$ cat src/rtl/round_timer.sv
// round_timer: prescaled seconds countdown with sticky expiry flag, remaining count and low-time warning
module round_timer #(
    parameter int TICK_DIV = 50_000_000,
    parameter int WARN_AT  = 3
) (
    input  logic       clk,
    input  logic       rst,
    input  logic       time_f,
    input  logic [4:0] time_v,
    output logic       end_f,
    output logic [4:0] remaining,
    output logic       running,
    output logic       sec_tick,
    output logic       warn
);
    localparam int PW = $clog2(TICK_DIV);

    typedef enum logic [1:0] {IDLE, RUN, DONE} state_t;

    state_t          state;
    logic            time_f_q;
    logic            start;
    logic            cancel;
    logic            tick;
    logic [PW-1:0]   pcnt;
    logic [4:0]      rem_dec;

    always_comb begin
        start   = time_f & ~time_f_q;
        cancel  = ~time_f & time_f_q;
        tick    = (state == RUN) && (pcnt == PW'(TICK_DIV - 1));
        rem_dec = (remaining != 5'd0) ? remaining - 5'd1 : 5'd0;
    end

    always_ff @(posedge clk) begin
        if (rst) begin
            state     <= IDLE;
            time_f_q  <= 1'b0;
            pcnt      <= '0;
            end_f     <= 1'b0;
            remaining <= 5'd0;
            running   <= 1'b0;
            sec_tick  <= 1'b0;
            warn      <= 1'b0;
        end else begin
            time_f_q <= time_f;
            sec_tick <= 1'b0;
            case (state)
                IDLE: begin
                    if (start && time_v != 5'd0) begin
                        state     <= RUN;
                        remaining <= time_v;
                        pcnt      <= '0;
                        end_f     <= 1'b0;
                        running   <= 1'b1;
                        warn      <= int'(time_v) <= WARN_AT;
                    end else if (start) begin
                        state     <= DONE;
                        remaining <= 5'd0;
                        end_f     <= 1'b1;
                    end
                end
                RUN: begin
                    // cancel beats a coincident tick, including the final one
                    if (cancel) begin
                        state   <= IDLE;
                        running <= 1'b0;
                        warn    <= 1'b0;
                    end else if (tick) begin
                        pcnt      <= '0;
                        sec_tick  <= 1'b1;
                        remaining <= rem_dec;
                        if (rem_dec == 5'd0) begin
                            state   <= DONE;
                            end_f   <= 1'b1;
                            running <= 1'b0;
                            warn    <= 1'b0;
                        end else begin
                            warn <= int'(rem_dec) <= WARN_AT;
                        end
                    end else begin
                        pcnt <= pcnt + PW'(1);
                    end
                end
                DONE: begin
                    if (cancel) state <= IDLE;
                end
                default: state <= IDLE;
            endcase
        end
    end
endmodule

$ cat config.mk
export PLATFORM = sky130hd
export DESIGN_NAME = round_timer
export DESIGN_NICKNAME = d
export VERILOG_FILES = /design/src/rtl/round_timer.sv
export SDC_FILE = /design/constraint.sdc
export NUM_CORES = 1
export LEC_CHECK = 0
export CORE_MARGIN = 4
export CORE_UTILIZATION = 45
export DETAILED_ROUTE_END_ITERATION = 16
export SLEW_MARGIN = 20
export SYNTH_ARGS = -nofsm -noshare
export SYNTH_HDL_FRONTEND = slang
export SYNTH_SLANG_ARGS = --single-unit
$ cat constraint.sdc
create_clock -name clk -period 3.7 [get_ports clk]
set_input_delay 0.925 -clock clk [delete_from_list [all_inputs] [get_ports clk]]
set_output_delay 0.925 -clock clk [all_outputs]
set_load 0.03 [all_outputs]
Word-level counts from Yosys, hierarchy flattened:

Cells that the tools add are included.

* $add $sub $neg: 2
* multipliers: 0
* div/mod/pow operators: 0
* order comparisons: 2
* equality and inequality tests: 11
* shift-type cells: 0
* muxes and demuxes: 34
* bitwise logic cells: 5
* reduce and logical (&&, ||, !) cells: 14

Operator list (number)
* $mux W26: 3
* $pmux W26 S2: 1
* $add A26 B1 Y26 const B: 1
* $eq A26 B26 Y1 const B: 1
* $mux W5: 5
* $mux W1: 14
* $mux W2: 6
* $reduce_and A4 Y1: 3
* $le A5 B2 Y1 const B: 2
* $pmux W5 S2: 1
* $reduce_bool A5 Y1: 2
* $ne A2 B2 Y1 const B: 4
* $ne A3 B3 Y1 const B: 2
* $pmux W1 S2: 3
* $pmux W2 S3: 1
* $reduce_and A3 Y1: 2
* $logic_not A5 Y1: 1
* $reduce_and A5 Y1: 1
* $sub A5 B1 Y5 const B: 1
* $ne A3 B2 Y1 const B: 1
* $not A1 Y1: 3
* $reduce_or A3 Y1: 1
* $and A1 B1 Y1: 2
* $eq A2 B1 Y1 const B: 1
* other kinds (5): 6

* bits in registers: 38
* latch bits: 0
* RAM bits: 0
* bits in read-only memories: 0
* input bits: 8
* output and inout port bits: 9
* logic and storage cells: 76
* memories kept: 0

Depth between registers and ports, before layout:

Gate-level depths: netlist of the first run.

* depth in word-level cells: 7
* depth in mapped cells: 8
* depth with buffers taken out: 7

Worst setup path after synthesis of the first run:

Ideal clock, no wire load.

* path type: input-to-reg
* start: input port time_v[4]
* end: register pcnt[7]
* setup time: 0.065 ns
* arrival time: 2.235 ns
* data required time: 3.635 ns
* path slack: 1.401 ns
* stages on the path: 7
* path buffers: 2
* cell sequence: nor3_1 -> a21o_1 -> a21oi_1 -> a21o_1 -> buf_2 -> buf_2 -> nor2_1

* cells in the longest elaborated chain, start to end: 4

Ends and longest elaborated chain
* start, declared: line 9 `input logic [4:0] time_v,`
* $reduce_bool A5 Y1: line 50 `if (start && time_v != 5'd0) begin`
* $logic_and A1 B1 Y1: line 50
* $ne A2 B2 Y1 (no line)
* $reduce_and A3 Y1 (no line)
* end signal, assigned: line 82 `pcnt <= pcnt + PW'(1);`
* end, declared: line 25 `logic [PW-1:0] pcnt;`

No other way between the ends.
A chain may end at the register's enable or synchronous reset.

Worst setup path in the final report of the first run:

* start: input port time_f
* end: register pcnt[18]

* cells in the longest elaborated chain, start to end: 4
* elaborated cells on any way between the ends: 7
* classes of those cells: 2 x eq/ne; 3 x bitwise; 2 x reduce/logical

Ends and longest elaborated chain
* start, declared: line 8 `input logic time_f,`
* $and A1 B1 Y1 / $not A1 Y1 (equally long branches): line 29, 30
* $logic_and A1 B1 Y1 / $and A1 B1 Y1 (equally long branches): line 50, 30
* $ne A2 B2 Y1 (no line)
* $reduce_and A3 Y1 (no line) *

Mark *: on every way between the ends. The rest lies on a longest branch, timed or not.

==> reports/results.ini, run 1 <==
[run_status]
run_status=completed

[synth]
yosys.area.top_type_share=0.363
synth_cell_type_count=53
ys_seq_area_frac=0.363
synth-seq-cells=38
post-synth-top-area-cell=dfxtp_1
ys_warn_count=0
synth_edf_count=0
synthFlopType=dfxtp_1
synth_area_leaders=dfxtp_1, a21oi_1, o21ai_0, nor2_1, or3_1
synthArstFlopShare=0
syn-instance-count=256
synth_area_per_cell_um2=8.18
synth_area_um2=2090
syn_nets=266

[clock_tree]
cts_sinks=38
root_buffer=clkbuf_8
cts_resized=0
cts_setup_buffers=0
cts_buffers=5
cts_tree=built
worstSkewPairLatency_ps=290
clkSlewWorstSetupHoldPaths_ps=80
cts.path.max_buffers=2
ctsHoldBuffers=0
cts_max_level=2

[worst_setup_path]
slowest_delay_ps=610
required_ps=3910
worstSetupPathType=primary input to flip-flop
path_max_fanout=17
worst-path-stages=6
ff2ff_path_depth=6
cp_top_family=simple AND/OR/NAND/NOR gates
critPathBufInv=1
cp_cell_sequence=clkdlybuf4s50_1 > nand2b_1 > and2_1 > o2111ai_2 > or4_1 > a21oi_1
worstPathArrival_ps=3190
cp-start-kind=primary input
worstReg2RegEnd=pcnt[1]
cp-end-kind=flip-flop
cpMaxStageDelayCell=or4_1
reg2reg_from=pcnt[0]
ff2ff_setup_slack_ps=1390

[grt]
antenna_found_initial=0
grt_max_degree=27
grtUsageTotal=0.177
grt-ovfl-total=0
grt_pass1_vias=1830
grt_pass1_wl_um=8630

[power]
powerDensity_nw_per_um2=387
p_clk_frac=0.328
leakage_uw=0.000740
intPower_uw=644
seqPwrFrac=0.485
ir_worst_vdd_v=0.000206
combPwrFrac=0.187
power_switching_uw=272
p_sw_frac=0.297

[sta]
finalWorstSetupSlack_ps=724
rsz0062_at_grt=no
worstMarginPinSlew_ps=833
fin_worst_skew_ps=3.99
finalHoldViolCount=0
fin_crit_ps=2980
hold_ws_ps=481
drv_slew=0
slew_headroom=0.445
finalSetupViolations=0
fin_setup_tns_ps=0
post-route-period-util=0.804
clock.fmax_mhz=336

[worst_hold_path]
worstHoldEndpoint=end_f
hp-class=flip-flop to flip-flop
holdPathStages=1
min-delay-start=end_f

[route]
drt_drc_violations_left=0
drtPass1Iterations=4
drt_iter0_drc=122
wirelength_um=4930
avgViaCountPerCell=5.98
drtAntennaViolNets=0
vias=1937
wl_per_cell_um=15.2

[final_layout]
fin_util=0.537
area_delta_synth_final_pct=13.1
final_nets=281
antenna_cells=0
fin_cells=324
final_common_cell=dfxtp_1
final_cell_mix=dfxtp_1, nor2_1, a21oi_1
drive_gt1_frac=0.0735

[place]
dp.cells=316
dp_worst_setup_slack_ps=435
io_buffers=16
dp_hpwl_um=3500
gp_congestion=0.803

[die]
core-area_um2=4410
chipHeight_um=76.2
start_util=0.474
dieWidth_um=76.2
dieArea_um2=5810
io-pin-count=17
rows=24

[run]
cap_violations=0

-- power by group through the flow --
stage	Clock (µW)	Combinational, µW	Sequential [µW]
6_report	300	171	445
5_1_grt	323	190	448
4_1_cts	306	171	444
3_5_place_dp	0	170	454
3_3_place_gp	0	170	454
2_1_floorplan	0	121	458
-- through the flow --
| stage | power (µW) | instance area, µm² |
|---|---|---|
| 6_report | 916 | 2370 |
| 3_3_place_gp | 624 | 2280 |
| 5_1_grt | 961 | 2370 |
| 3_5_place_dp | 624 | 2280 |
| 4_1_cts | 921 | 2370 |
| 2_1_floorplan | 579 | 2090 |
-- state kept, by name, indices dropped and copies added (netlist names) --
signal     flops
pcnt          26
remaining      5
state          2
end_f          1
running        1
sec_tick       1
time_f_q       1
warn           1
-- per-layer routing --
| layer | vias up | GRT usage | part of all wire |
|---|---|---|---|
| met1 | 909 | 0.245 | 0.51 |
| met5 | - | 0 | 0 |
| met3 | 7 | 0.0426 | 0.046 |
| met4 | 0 | 0.0559 | 0.012 |
| met2 | 36 | 0.268 | 0.43 |
| li1 | 985 | - | - |
-- cell type report --
type | count | area (µm²)
clock buffers | 7 | 86.3
clock inverters | 1 | 5.00
fillers | 430 | 2050
inverters | 8 | 30.0
multi-input cells | 199 | 1240
flip-flops and latches | 38 | 761
well taps | 52 | 65.1
repair buffers | 19 | 183
-- synth_stat cells, drive strengths merged, types with 2 or more instances --
cell	number
dfxtp	38
nor2	25
a21oi	23
o21ai	20
nand2	18
or3	14
nand3	11
nand4	10
inv	8
buf	6
xnor2	6
a211oi	5
clkbuf	5
nor3	5
o211ai	5
xor2	5
and2	4
a21o	3
nand2b	3
nor2b	3
o31ai	3
or4	3
a2111oi	2
a2bb2oi	2
and3	2
and4	2
ha	2
nor4	2
o31a	2
or3b	2
-- worst max path at each step --
stage	from	to	slack [ps]
6_report	time_f	pcnt[18]	720
5_1_grt	time_f	pcnt[1]	550
4_1_cts	time_f	pcnt[18]	720
3_5_place_dp	time_f	pcnt[18]	430
3_3_place_gp	time_f	pcnt[20]	470
2_1_floorplan	time_v[4]	pcnt[7]	1400
-- cells by family after synthesis --
| logic type | count (synthesis) | share of synthesized area |
|---|---|---|
| flops | 38 | 0.363 |
| mux | 1 | 0.00478 |
| fa+ha+maj | 2 | 0.0120 |
| compound gates | 76 | 0.237 |
| xor+xnor | 11 | 0.0460 |
| simple gates | 109 | 0.292 |
| buf+inv | 19 | 0.0448 |
Power figures use the tool's default switching activity.
==> run 2, diff against run 1 <==
Clock period 3.7 ns to 2.9 ns, I/O delays scaled along.
==> reports/results.ini, run 2 (synthesis gave the netlist of run 1 again) <==
[run_status]
run_status=completed

[clock_tree]
cts_buffers=5  ; unchanged
cts_sinks=38  ; unchanged
cts_setup_buffers=0  ; unchanged
cts_max_level=2  ; unchanged
worstSkewPairLatency_ps=290  ; about the same
clkSlewWorstSetupHoldPaths_ps=80  ; about the same
cts.path.max_buffers=2  ; unchanged
cts_tree=built
cts_resized=0  ; unchanged
root_buffer=clkbuf_8
ctsHoldBuffers=0  ; unchanged

[sta]
slew_headroom=0.464  ; +0.0188
finalHoldViolCount=0  ; unchanged
drv_slew=0  ; unchanged
rsz0062_at_grt=no
clock.fmax_mhz=403
fin_crit_ps=2480
fin_setup_tns_ps=0  ; unchanged
finalSetupViolations=0  ; unchanged
finalWorstSetupSlack_ps=418  ; -307 ps
post-route-period-util=0.856
fin_worst_skew_ps=5.12  ; +1.13 ps
worstMarginPinSlew_ps=799  ; -33.5 ps

[final_layout]
drive_gt1_frac=0.0939  ; +0.0203
largest_reg_flops=26  ; unchanged
multi_input_area_um2=1240  ; unchanged
area_delta_synth_final_pct=15.7
fin_util=0.549  ; +0.0122
final_cell_mix=dfxtp_1, nor2_1, a21oi_1
final_nets=286  ; +1.8%
antenna_cells=0  ; unchanged
fillers=433  ; +0.70%
top_register=pcnt
final_common_cell=dfxtp_1
top_regs=pcnt x26, remaining x5, state x2
seq_area_um2=761  ; unchanged

[die]
chipHeight_um=76.2  ; unchanged
dieWidth_um=76.2  ; unchanged
core-area_um2=4410  ; unchanged
io-pin-count=17  ; unchanged
start_util=0.474  ; unchanged
rows=24  ; unchanged
dieArea_um2=5810  ; unchanged

[power]
powerDensity_nw_per_um2=489  ; +26%
ir_worst_vdd_v=0.000249  ; +21%
leakage_uw=0.000768  ; +3.8%

[route]
avgViaCountPerCell=5.90  ; -1.4%
wl_per_cell_um=14.9  ; -1.9%
drtPass1Iterations=4  ; unchanged
drtAntennaViolNets=0  ; unchanged
wirelength_um=4910  ; -0.41%
vias=1940  ; +0.15%
drt_iter0_drc=189  ; +55%
drt_drc_violations_left=0  ; unchanged

[worst_setup_path]
cp-start-kind=primary input
worstPathArrival_ps=2700  ; -490 ps
required_ps=3120  ; -790 ps
path_max_fanout=14  ; -3
cp-end-kind=flip-flop
worstSetupPathType=primary input to flip-flop

[grt]
grt_pass1_wl_um=8470  ; -1.8%
grt_max_degree=27  ; unchanged
antenna_found_initial=0  ; unchanged
grt-ovfl-total=0  ; unchanged
grt_pass1_vias=1752  ; -4.3%
grtUsageTotal=0.172  ; -0.00429

[run]
cap_violations=0  ; unchanged

[place]
io_buffers=16  ; unchanged
dp_worst_setup_slack_ps=150  ; -285 ps
dp_hpwl_um=3520  ; +0.57%
gp_congestion=0.825  ; +2.8%

[worst_hold_path]
hp-class=flip-flop to flip-flop

-- run 2: layout make-up --
| class | count | share of cell area |
|---|---|---|
| Clock buffer | 6 | 0.0341 |
| Timing Repair Buffer | 24 | 0.0961 |
| Inverter | 8 | 0.0124 |
| Multi-Input combinational cell | 199 | 0.511 |
| Sequential cell | 38 | 0.314 |
| Clock inverter | 2 | 0.00517 |
| Tap cell | 52 | 0.0269 |
-- run 2: final timing paths --
| kind | from | to | slack (ps) | cells after the start |
|---|---|---|---|---|
| worst max-delay path | time_f | pcnt[25] | 420 | 6 |
| worst min-delay path | end_f | end_f | 480 | 1 |
| worst max register to register | pcnt[0] | remaining[1] | 750 | 6 |
| worst min register to register | end_f | end_f | 480 | 1 |
-- run 2: worst max-delay path, cell delays in order --
cell	delay, ps
clkdlybuf4s50_1	490
nand2b_1	230
and2_1	230
o21ai_1	660
o21ai_0	210
a21oi_1	160
-- run 2: through the flow --
stage	cell area (µm²)	hold slack (ps)	std cells	power, µW
6_report	2420	476	329	1180
5_1_grt	2420	502	329	1250
4_1_cts	2420	479	329	1200
3_5_place_dp	2330	461	321	814
3_3_place_gp	2330	451	321	814
2_1_floorplan	2090	451	256	738
-- run 2: power by group --
| part | switching [µW] | internal, µW |
|---|---|---|
| Combinational | 138 | 104 |
| Sequential | 22.2 | 539 |
| Clock | 191 | 191 |
| Total | 351 | 834 |
-- run 2: metal layers --
metal  global-route usage  part of all wire  up-vias
met4               0.0559             0.013        0
met5                    0                 0        -
met3               0.0355             0.049        5
met2                0.238              0.41       40
met1                0.263              0.52      909
li1                     -                 -      986
==> run 3, diff against run 2 <==
Settings changed: CORE_ASPECT_RATIO set to 1.4.
==> reports/results.ini, run 3 (synthesis gave the netlist of run 1 again) <==
[run_status]
run_status=completed

[worst_setup_path]
cpMaxStageDelayCell=clkdlybuf4s50_1
worstPathArrival_ps=2690  ; about the same
path_max_fanout=12  ; -2
slowest_delay_ps=550  ; -110 ps
ff2ff_path_depth=5  ; -1
cp-start-kind=primary input
worstSetupPathType=primary input to flip-flop
cp-end-kind=flip-flop
required_ps=3120  ; about the same
cp_cell_sequence=clkdlybuf4s50_1 > nand2b_1 > and2_1 > o2111ai_2 > buf_4 > or3_1 > a21oi_1

[clock_tree]
ctsHoldBuffers=0  ; unchanged
cts_resized=0  ; unchanged
cts_max_level=2  ; unchanged
cts.path.max_buffers=2  ; unchanged
root_buffer=clkbuf_8
cts_sinks=38  ; unchanged
worstSkewPairLatency_ps=280  ; about the same
cts_tree=built
cts_setup_buffers=0  ; unchanged
clkSlewWorstSetupHoldPaths_ps=70  ; about the same
cts_buffers=5  ; unchanged

[run]
cap_violations=0  ; unchanged

[die]
rows=29  ; +21%
dieArea_um2=5820  ; +0.26%
io-pin-count=17  ; unchanged
chipHeight_um=88.7  ; +16%
core-area_um2=4540  ; +2.7%
dieWidth_um=65.6  ; -14%
start_util=0.462  ; -0.0127

[route]
drtAntennaViolNets=0  ; unchanged
wirelength_um=5040  ; +2.5%
drt_drc_violations_left=0  ; unchanged
avgViaCountPerCell=5.68  ; -3.7%
drt_iter0_drc=154  ; -19%
vias=1920  ; -1.0%
drtPass1Iterations=4  ; unchanged
wl_per_cell_um=14.9  ; -0.25%

[power]
powerDensity_nw_per_um2=475  ; -3.0%
seqPwrFrac=0.494  ; +0.020
ir_worst_vdd_v=0.000226  ; -9.1%
leakage_uw=0.000759  ; -1.2%
combPwrFrac=0.210  ; +0.006
p_clk_frac=0.296  ; -0.026
power_switching_uw=335  ; -4.6%
intPower_uw=812  ; -2.6%
p_sw_frac=0.292  ; -0.00431

[sta]
fin_setup_tns_ps=0  ; unchanged
worstMarginPinSlew_ps=783  ; -16.6 ps
finalHoldViolCount=0  ; unchanged
post-route-period-util=0.853  ; -0.00332
finalSetupViolations=0  ; unchanged
rsz0062_at_grt=no
drv_slew=0  ; unchanged
fin_crit_ps=2470  ; -9.62 ps
slew_headroom=0.475  ; +0.0111
fin_worst_skew_ps=2.53  ; -2.58 ps
clock.fmax_mhz=404  ; +0.39%

[final_layout]
seq_area_um2=761  ; unchanged
drive_gt1_frac=0.0833  ; -0.0105
final_cell_mix=dfxtp_1, nor2_1, a21oi_1
top_register=pcnt
fillers=460  ; +6.2%
fin_util=0.533  ; -0.0161
antenna_cells=0  ; unchanged
multi_input_area_um2=1240  ; unchanged
final_nets=286  ; unchanged
final_common_cell=dfxtp_1
largest_reg_flops=26  ; unchanged
top_regs=pcnt x26, remaining x5, state x2
area_delta_synth_final_pct=15.4

[worst_hold_path]
holdPathStages=1  ; unchanged
hp-class=flip-flop to flip-flop

[grt]
grt_max_degree=23  ; -15%
grt_pass1_vias=1878  ; +7.2%
grtUsageTotal=0.187  ; +0.0146
antenna_found_initial=0  ; unchanged
grt-ovfl-total=0  ; unchanged
grt_pass1_wl_um=8450  ; -0.25%

[place]
dp_hpwl_um=3740  ; +6.1%
gp_congestion=0.886  ; +7.3%
io_buffers=16  ; unchanged

## run 3: changes by cell type in the layout (fill, tap and decap cells not counted)
cell        change
clkinv_2        -1
clkinvlp_4      -1
clkbuf_1        +2
clkbuf_8        -1
## run 3: through the flow
stage	std cells	hold slack [ps]	cell area [µm²]	total power (µW)	setup slack, ps
5_1_grt	338	500	2420	1200	201
4_1_cts	338	475	2420	1160	439
3_3_place_gp	331	457	2340	819	186
3_5_place_dp	331	458	2340	818	150
2_1_floorplan	256	451	2090	738	801
6_report	338	468	2420	1150	427
## run 3: worst max-delay path: cells and delay by family
kind | cells | cell delay, ps
compound gates | 2 | 430
buf+inv | 2 | 810
simple gates | 3 | 720
## run 3: cell type report
| type | count | area share |
|---|---|---|
| clock buffer | 7 | 0.0316 |
| sequential | 38 | 0.315 |
| tap | 62 | 0.0321 |
| multi-input combinational | 199 | 0.513 |
| inverter | 8 | 0.0124 |
| timing repair buffer | 24 | 0.0963 |
## run 3: final timing paths
check / from / to / slack (ps)
worst min-delay path: end_f / end_f / 470
worst max-delay path: time_f / pcnt[24] / 430
worst max register to register: state[1] / pcnt[25] / 640
worst min register to register: end_f / end_f / 470
## run 3: power groups by stage
stage | sequential [µW] | combinational [µW] | clock [µW]
global route | 569 | 264 | 370
floorplan | 584 | 155 | 0
detailed placement | 577 | 241 | 0
CTS | 565 | 242 | 349
global placement | 578 | 242 | 0
finish | 566 | 241 | 340
## run 3: routing by layer
layer  part of all wire  routed length [µm]  global-route usage  vias to the layer above
li1                   -                   -                   -                      992
met1               0.45                2270               0.213                      882
met2               0.50                2500               0.324                       36
met3              0.027                 136              0.0394                       10
met4              0.025                 125              0.0981                        0
met5                  0                   0                   0                        -
